$ cat src/rtl/add_seq_wide.sv
// add_seq_wide: multi-cycle 16*WORDS-bit adder sequencer around an external 16-bit ripple adder.
// Operands are added one word per cycle, LSW first, with the carry chained through a register.
module add_seq_wide #(
    parameter int unsigned WORDS = 2
) (
    input  logic                clk,
    input  logic                rst_n,
    input  logic                in_valid,
    output logic                in_ready,
    input  logic [16*WORDS-1:0] op_a,
    input  logic [16*WORDS-1:0] op_b,
    input  logic                op_cin,
    output logic [15:0]         add_a,
    output logic [15:0]         add_b,
    output logic                add_cin,
    input  logic [15:0]         add_sum,
    input  logic                add_cout,
    output logic                out_valid,
    input  logic                out_ready,
    output logic [16*WORDS-1:0] out_sum,
    output logic                out_cout,
    output logic                out_ovf
);
    localparam int unsigned W  = 16 * WORDS;
    localparam int unsigned IW = $clog2(WORDS);
    localparam logic [IW-1:0] LAST = IW'(WORDS - 1);

    localparam logic [1:0] IDLE = 2'd0;
    localparam logic [1:0] RUN  = 2'd1;
    localparam logic [1:0] DONE = 2'd2;

    logic [1:0]           state;
    logic [IW-1:0]        idx;
    logic                 carry;
    logic [W-1:0]         a_reg;
    logic [W-1:0]         b_reg;
    logic [W-1:0]         res;
    logic                 cout_reg;
    logic                 ovf_reg;
    logic [$clog2(W)-1:0] base;

    // Bit offset of the current word: idx * 16.
    assign base = {idx, 4'b0000};

    always_comb begin
        in_ready  = (state == IDLE);
        out_valid = (state == DONE);
        add_a     = '0;
        add_b     = '0;
        add_cin   = 1'b0;
        if (state == RUN) begin
            add_a   = a_reg[base +: 16];
            add_b   = b_reg[base +: 16];
            add_cin = carry;
        end
    end

    always_ff @(posedge clk or negedge rst_n) begin
        if (!rst_n) begin
            state    <= IDLE;
            idx      <= '0;
            carry    <= 1'b0;
            a_reg    <= '0;
            b_reg    <= '0;
            res      <= '0;
            cout_reg <= 1'b0;
            ovf_reg  <= 1'b0;
        end else begin
            case (state)
                IDLE: begin
                    if (in_valid) begin
                        a_reg <= op_a;
                        b_reg <= op_b;
                        carry <= op_cin;
                        idx   <= '0;
                        state <= RUN;
                    end
                end
                RUN: begin
                    res[base +: 16] <= add_sum;
                    carry           <= add_cout;
                    if (idx == LAST) begin
                        // Overflow uses the MSW adder output; only registered copies reach out_*.
                        idx      <= '0;
                        state    <= DONE;
                        cout_reg <= add_cout;
                        ovf_reg  <= (a_reg[W-1] == b_reg[W-1]) && (add_sum[15] != a_reg[W-1]);
                    end else begin
                        idx <= idx + 1'b1;
                    end
                end
                DONE: begin
                    if (out_ready) state <= IDLE;
                end
                default: state <= IDLE;
            endcase
        end
    end

    assign out_sum  = res;
    assign out_cout = cout_reg;
    assign out_ovf  = ovf_reg;

endmodule

$ cat config.mk
export PLATFORM = sky130hd
export DESIGN_NAME = add_seq_wide
export DESIGN_NICKNAME = d
export VERILOG_FILES = /design/src/rtl/add_seq_wide.sv
export SDC_FILE = /design/constraint.sdc
export NUM_CORES = 1
export LEC_CHECK = 0
export ABC_AREA = 1
export CAP_MARGIN = 20
export CORE_UTILIZATION = 45
export DETAILED_ROUTE_END_ITERATION = 12
export GPL_ROUTABILITY_DRIVEN = 0
export MAX_ROUTING_LAYER = met4
export PLACE_DENSITY = 0.8
export SLEW_MARGIN = 20
export SYNTH_ARGS = -nofsm -noshare
export SYNTH_HDL_FRONTEND = slang
export SYNTH_SLANG_ARGS = --single-unit
$ cat constraint.sdc
create_clock -name clk -period 1.55 [get_ports clk]
set_input_delay 0.31 -clock clk [delete_from_list [all_inputs] [get_ports clk]]
set_output_delay 0.31 -clock clk [all_outputs]
set_load 0.02 [all_outputs]
Yosys cells after proc, flatten, opt, wreduce, memory -nomap -nowiden
Cells that the tools add are included. Widths: inputs -> output; s select.

Register bits: 102. Output and inout bits: 69.

$add $sub $neg: 2. Equal/unequal tests: 7. Shift operators: 4. Muxes and demuxes: 13. Reduce and logical (&&, ||, !) cells: 7.

Operators by type and width (count): $shiftx 32x6->16 (2); $bwmux 32 (1); $mux 16 (2); $shift 16x7->32 const A (1); $shiftx 16x7->32 (1); $neg 5->7 (1); $mux 2 (3); $pmux 2 s3 (1); $reduce_and 2->1 (3); $mux 1 (4); $ne 2x2->1 const B (2); $pmux 1 s2 (2); $reduce_and 3->1 (1); $eq 2x1->1 const B (1); $eq 2x2->1 const B (1); $logic_not 2->1 (1); $ne 2x1->1 const B (1); $reduce_bool 2->1 (1); $add 1x1->1 const B (1); $eq 1x1->1 (1); $logic_and 1x1->1 (1); $ne 1x1->1 (1).

Logic depth before layout (Yosys ltp)
Depth in word-level cells: 3. Gate-level depth with buffers: 6.

Worst setup path before layout
OpenSTA, ideal clock, no wires.

Path type: register -> output. Start point: reg state[0]. End point: out add_a[15]. Data arrival time: 1186 ps. Required time: 1240 ps. Slack: 54 ps. Cell stages (with the launch flop): 6. Path buffers: 1. Cell sequence: dfrtp_1 inv_2 nor2_4 nand2_4 buf_4 o21ai_1.

Word-level cells in the longest chain between the ends: 2.

Ends and longest elaborated chain: from (decl) (RTL line 32) `logic [1:0] state;`; from (signal assigned) (RTL line 60) `state <= IDLE;`; from (signal assigned) (RTL line 76) `state <= RUN;`; from (signal assigned) (RTL line 85) `state <= DONE;`; $eq 2x1->1 (RTL line 51) `if (state == RUN) begin`; $mux 16 (RTL line 51); to (decl) (RTL line 13) `output logic [15:0] add_a,`.

No other way between the ends.

Final worst setup path
Start point: reg state[1]. End point: out add_b[6].

Word-level cells in the longest chain between the ends: 2.

Ends and longest elaborated chain: $eq 2x1->1 (RTL line 51); $mux 16 (RTL line 51); to (decl) (RTL line 14) `output logic [15:0] add_b,`.

No other way between the ends.

==> results.py <==
metrics = {
    "power": {
        "power.share.clock_pct": 11.8,
        "power_switching_share_pct": 43.4,
        "combPwrFrac_pct": 56.8,
        "sequentialPowerShare_pct": 31.4,
        "net_load_switching_power_mw": 6.89,
        "total_power_mw": 15.9,
        "power_density_nw_per_um2": 2200,
        "cellInternalPower_mw": 8.98,
        "p_leak_nw": 3.69,
        "irDropWorstVdd_v": 0.00109,
    },
    "synthesis": {
        "postSynthRegisterBits": 102,
        "syn-instance-count": 535,
        "ys_top_cells_by_area": "sky130_fd_sc_hd__dfrtp_1 58%, sky130_fd_sc_hd__nand2_1 22%, sky130_fd_sc_hd__nand3_1 7.7%",
        "post-synth-top-area-cell": "sky130_fd_sc_hd__dfrtp_1",
        "synthDominantCellAreaShare_pct": 57.7,
        "synth_ff_type": "sky130_fd_sc_hd__dfrtp_1",
        "synth_async_sr_flop_share_pct": 100,
        "mappedNetlistNets": 621,
        "synth_edf_count": 0,
        "ys_types": 18,
        "yosys_warnings": 0,
        "synth.top_cells.by_count": "265 x sky130_fd_sc_hd__nand2_1, 102 x sky130_fd_sc_hd__dfrtp_1, 68 x sky130_fd_sc_hd__nand3_1, 34 x sky130_fd_sc_hd__o21ai_1, 20 x sky130_fd_sc_hd__inv_1",
        "syn_area_per_cell_um2": 8.27,
        "most_instantiated_library_cell_after_synthesis": "sky130_fd_sc_hd__nand2_1",
        "seq_area_frac_synth_pct": 57.7,
        "syn_area_um2": 4420,
    },
    "place": {
        "placement.io_buffers": 154,
        "pre_cts_ws_ps": -421,
        "numPlacedInstances": 807,
        "dp_hpwl_mm": 8.00,
    },
    "drt": {
        "final_antenna_net_count": 0,
        "drc_errors": 0,
        "routedWlPerCell_um": 16.5,
        "viasPerCell": 5.18,
        "vias": 4385,
        "first_pass_iters": 5,
        "drtIter0Drc": 232,
        "postRouteWirelength_mm": 14.0,
    },
    "die": {
        "floorplan.initialDensity_pct": 47.2,
        "horizontal_extent_of_the_die_um": 101,
        "fp.dieArea_um2": 10200,
        "floorplan.die.height_um": 101,
        "boundaryPins": 155,
        "design.core.area_um2": 9370,
        "fp-row-count": 35,
    },
    "run_status": {
        "run_status": "finished with violations",
        "violations": "negative hold slack, negative setup slack",
    },
    "global_routing": {
        "grt_util_met3_pct": 3.80,
        "grt_max_degree": 103,
        "groute.usage.overall_pct": 24.5,
        "gr-usage-met2_pct": 38.9,
        "grt_antenna_before_repair": 0,
        "global_route_wire_length_before_repair_mm": 19.0,
        "globalRoute.busiestLayer": "met2",
        "via_count_of_the_first_global_routing_pass": 3982,
        "groute.layer.met1.usage_pct": 32.1,
        "grt.overflow.total": 0,
    },
    "layout": {
        "final_layout_size_suffix_gt1_share_pct": 31.1,
        "filler_free_cell_count_of_the_finished_design": 847,
        "final.fill_count": 671,
        "areaGrowthSynthToFinish_pct": 63.3,
        "nets": 799,
        "sequential_cell_area_um2": 2550,
        "antenna_cells": 0,
        "multi_input_area_um2": 2070,
    },
    "critical_path": {
        "cp-startpoint": "state[1]",
        "critPathLaunchType": "flop",
        "worst-endpoint-arrival_ps": 1600,
        "timing_worst_setup_path_type": "flop to primary output",
        "r2r-start": "state[0]",
        "critical_path_required_ps": 1240,
        "worst-path-max-fanout": 12,
        "cp-end-kind": "primary output",
    },
    "cts": {
        "cts_hold_buf": 0,
        "ctsRootBufferMaster": "sky130_fd_sc_hd__clkbuf_8",
        "cts_made_buffers": 9,
        "worst_skew_pair.late_latency_ps": 360,
        "ctsLongestPathBuffers": 2,
        "clock_sinks": 102,
        "htree_num_levels": 3,
        "cts_tree": "yes",
        "path_clk_slew_ps": 100,
    },
    "timing": {
        "worst_slew_margin_rel_pct": 63.7,
        "setup_viol_count_final": 93,
        "fin_crit_sh_pct": 123,
        "layout_min_cycle_time_ps": 1910,
        "rsz_0062_raised_after_global_routing": "true",
        "tns_ps": -12870,
        "max_freq_ghz": 0.524,
        "final.setup.worst_slack_ps": -357,
        "report.final.slew_viol_count": 0,
        "finClkSkew_ps": 7.37,
        "finalHoldWorstSlack_ps": -13.7,
        "final-hold-violation-count": 4,
        "worstMarginPinSlew_ps": 545,
    },
    "flow_run": {
        "maxCapViolCount": 0,
    },
    "worst_hold_path": {
        "hold_path_class": "input port to asynchronous set/reset pin",
    },
}
-- final timing paths --
path	cells after the start	endpoint	slack (ps)
worst max register to register	9	b_reg[5]	-90
worst max-delay path	7	add_b[6]	-360
max in group asynchronous	2	a_reg[21]	1130
worst min register to register	2	out_cout	480
worst min-delay path	2	b_reg[10]	-10
min in group clk	3	b_reg[27]	440
-- layer usage --
| layer | share of wire [%] | vias up | wire length (µm) |
|---|---|---|---|
| met5 | 0 | - | 0 |
| met3 | 6.3 | 25 | 879 |
| met1 | 40 | 2120 | 5660 |
| met4 | 2.2 | 0 | 310 |
| met2 | 51 | 196 | 7160 |
| li1 | - | 2044 | - |
-- worst max-delay path, stage by stage (launching register included) --
cell and delay (ps):
sky130_fd_sc_hd__dfrtp_1 400, sky130_fd_sc_hd__inv_2 90, sky130_fd_sc_hd__nand2_4 70, sky130_fd_sc_hd__nor2_4 170, sky130_fd_sc_hd__buf_8 170, sky130_fd_sc_hd__nand2_1 80
sky130_fd_sc_hd__nand2_1 110, sky130_fd_sc_hd__buf_6 130
-- through the flow --
stage,util [%],area (µm²)
floorplan,-,4420
global placement,65.4,6120
detailed placement,65.4,6120
CTS,69.1,6470
global route,77.1,7220
finish,77.1,7220
-- what timing repair did --
item,in CTS,in global routing
gates cloned,2,12
pin swaps,6,7
resized for setup,256,161
setup buffers,7,8
hold endpoints to repair,0,0
setup endpoints to repair,128,112
-- cell families (layout without fill, tap and decap cells) --
kind of cell,count (synthesis),in the layout,synth area share [%]
compound gates,36,36,4.13
buf+inv,55,237,6.48
flops,102,102,57.7
simple gates,342,343,31.7
-- cells in the final DEF, fill, tap and decap left out --
| cell | count |
|---|---|
| sky130_fd_sc_hd__clkbuf_1 | 1 |
| sky130_fd_sc_hd__buf_2 | 1 |
| sky130_fd_sc_hd__clkbuf_16 | 7 |
| sky130_fd_sc_hd__bufinv_16 | 2 |
| sky130_fd_sc_hd__nor2_4 | 6 |
| sky130_fd_sc_hd__nand2_2 | 83 |
| sky130_fd_sc_hd__clkinvlp_4 | 1 |
| sky130_fd_sc_hd__inv_1 | 19 |
| sky130_fd_sc_hd__o21ai_2 | 2 |
| sky130_fd_sc_hd__buf_4 | 22 |
| sky130_fd_sc_hd__dfrtp_2 | 1 |
| sky130_fd_sc_hd__dlygate4sd2_1 | 34 |
| sky130_fd_sc_hd__nand2_1 | 155 |
| sky130_fd_sc_hd__buf_8 | 5 |
| sky130_fd_sc_hd__inv_6 | 1 |
| sky130_fd_sc_hd__clkdlybuf4s50_1 | 83 |
| sky130_fd_sc_hd__dfrtp_1 | 101 |
| sky130_fd_sc_hd__nand2_8 | 2 |
| sky130_fd_sc_hd__clkinv_2 | 1 |
| sky130_fd_sc_hd__buf_16 | 1 |
| sky130_fd_sc_hd__buf_6 | 41 |
| sky130_fd_sc_hd__o21ai_1 | 32 |
| sky130_fd_sc_hd__o31ai_1 | 1 |
| sky130_fd_sc_hd__o21ai_0 | 1 |
| sky130_fd_sc_hd__inv_2 | 3 |
| sky130_fd_sc_hd__nand2_4 | 29 |
| sky130_fd_sc_hd__nand3_1 | 68 |
| sky130_fd_sc_hd__buf_12 | 5 |
| sky130_fd_sc_hd__clkbuf_8 | 10 |
-- final cells by class --
cell class | instances | share of cell area, %
clock buffers | 11 | 1.96
clock inverters | 5 | 1.13
inverters | 22 | 1.14
multi-input cells | 379 | 28.6
flip-flops and latches | 102 | 35.3
well taps | 129 | 2.23
repair buffers | 199 | 29.6
-- power by group through the flow --
stage	clock, mW	sequential, mW	combinational (mW)
after detailed placement	0	4.71	6.87
final	1.88	4.99	9.01
after global routing	1.99	5.12	9.63
after floorplan	0	5.11	3.48
after global placement	0	4.67	6.71
after CTS	1.88	4.67	7.17
No activity file was read; power rests on OpenSTA's default activity.
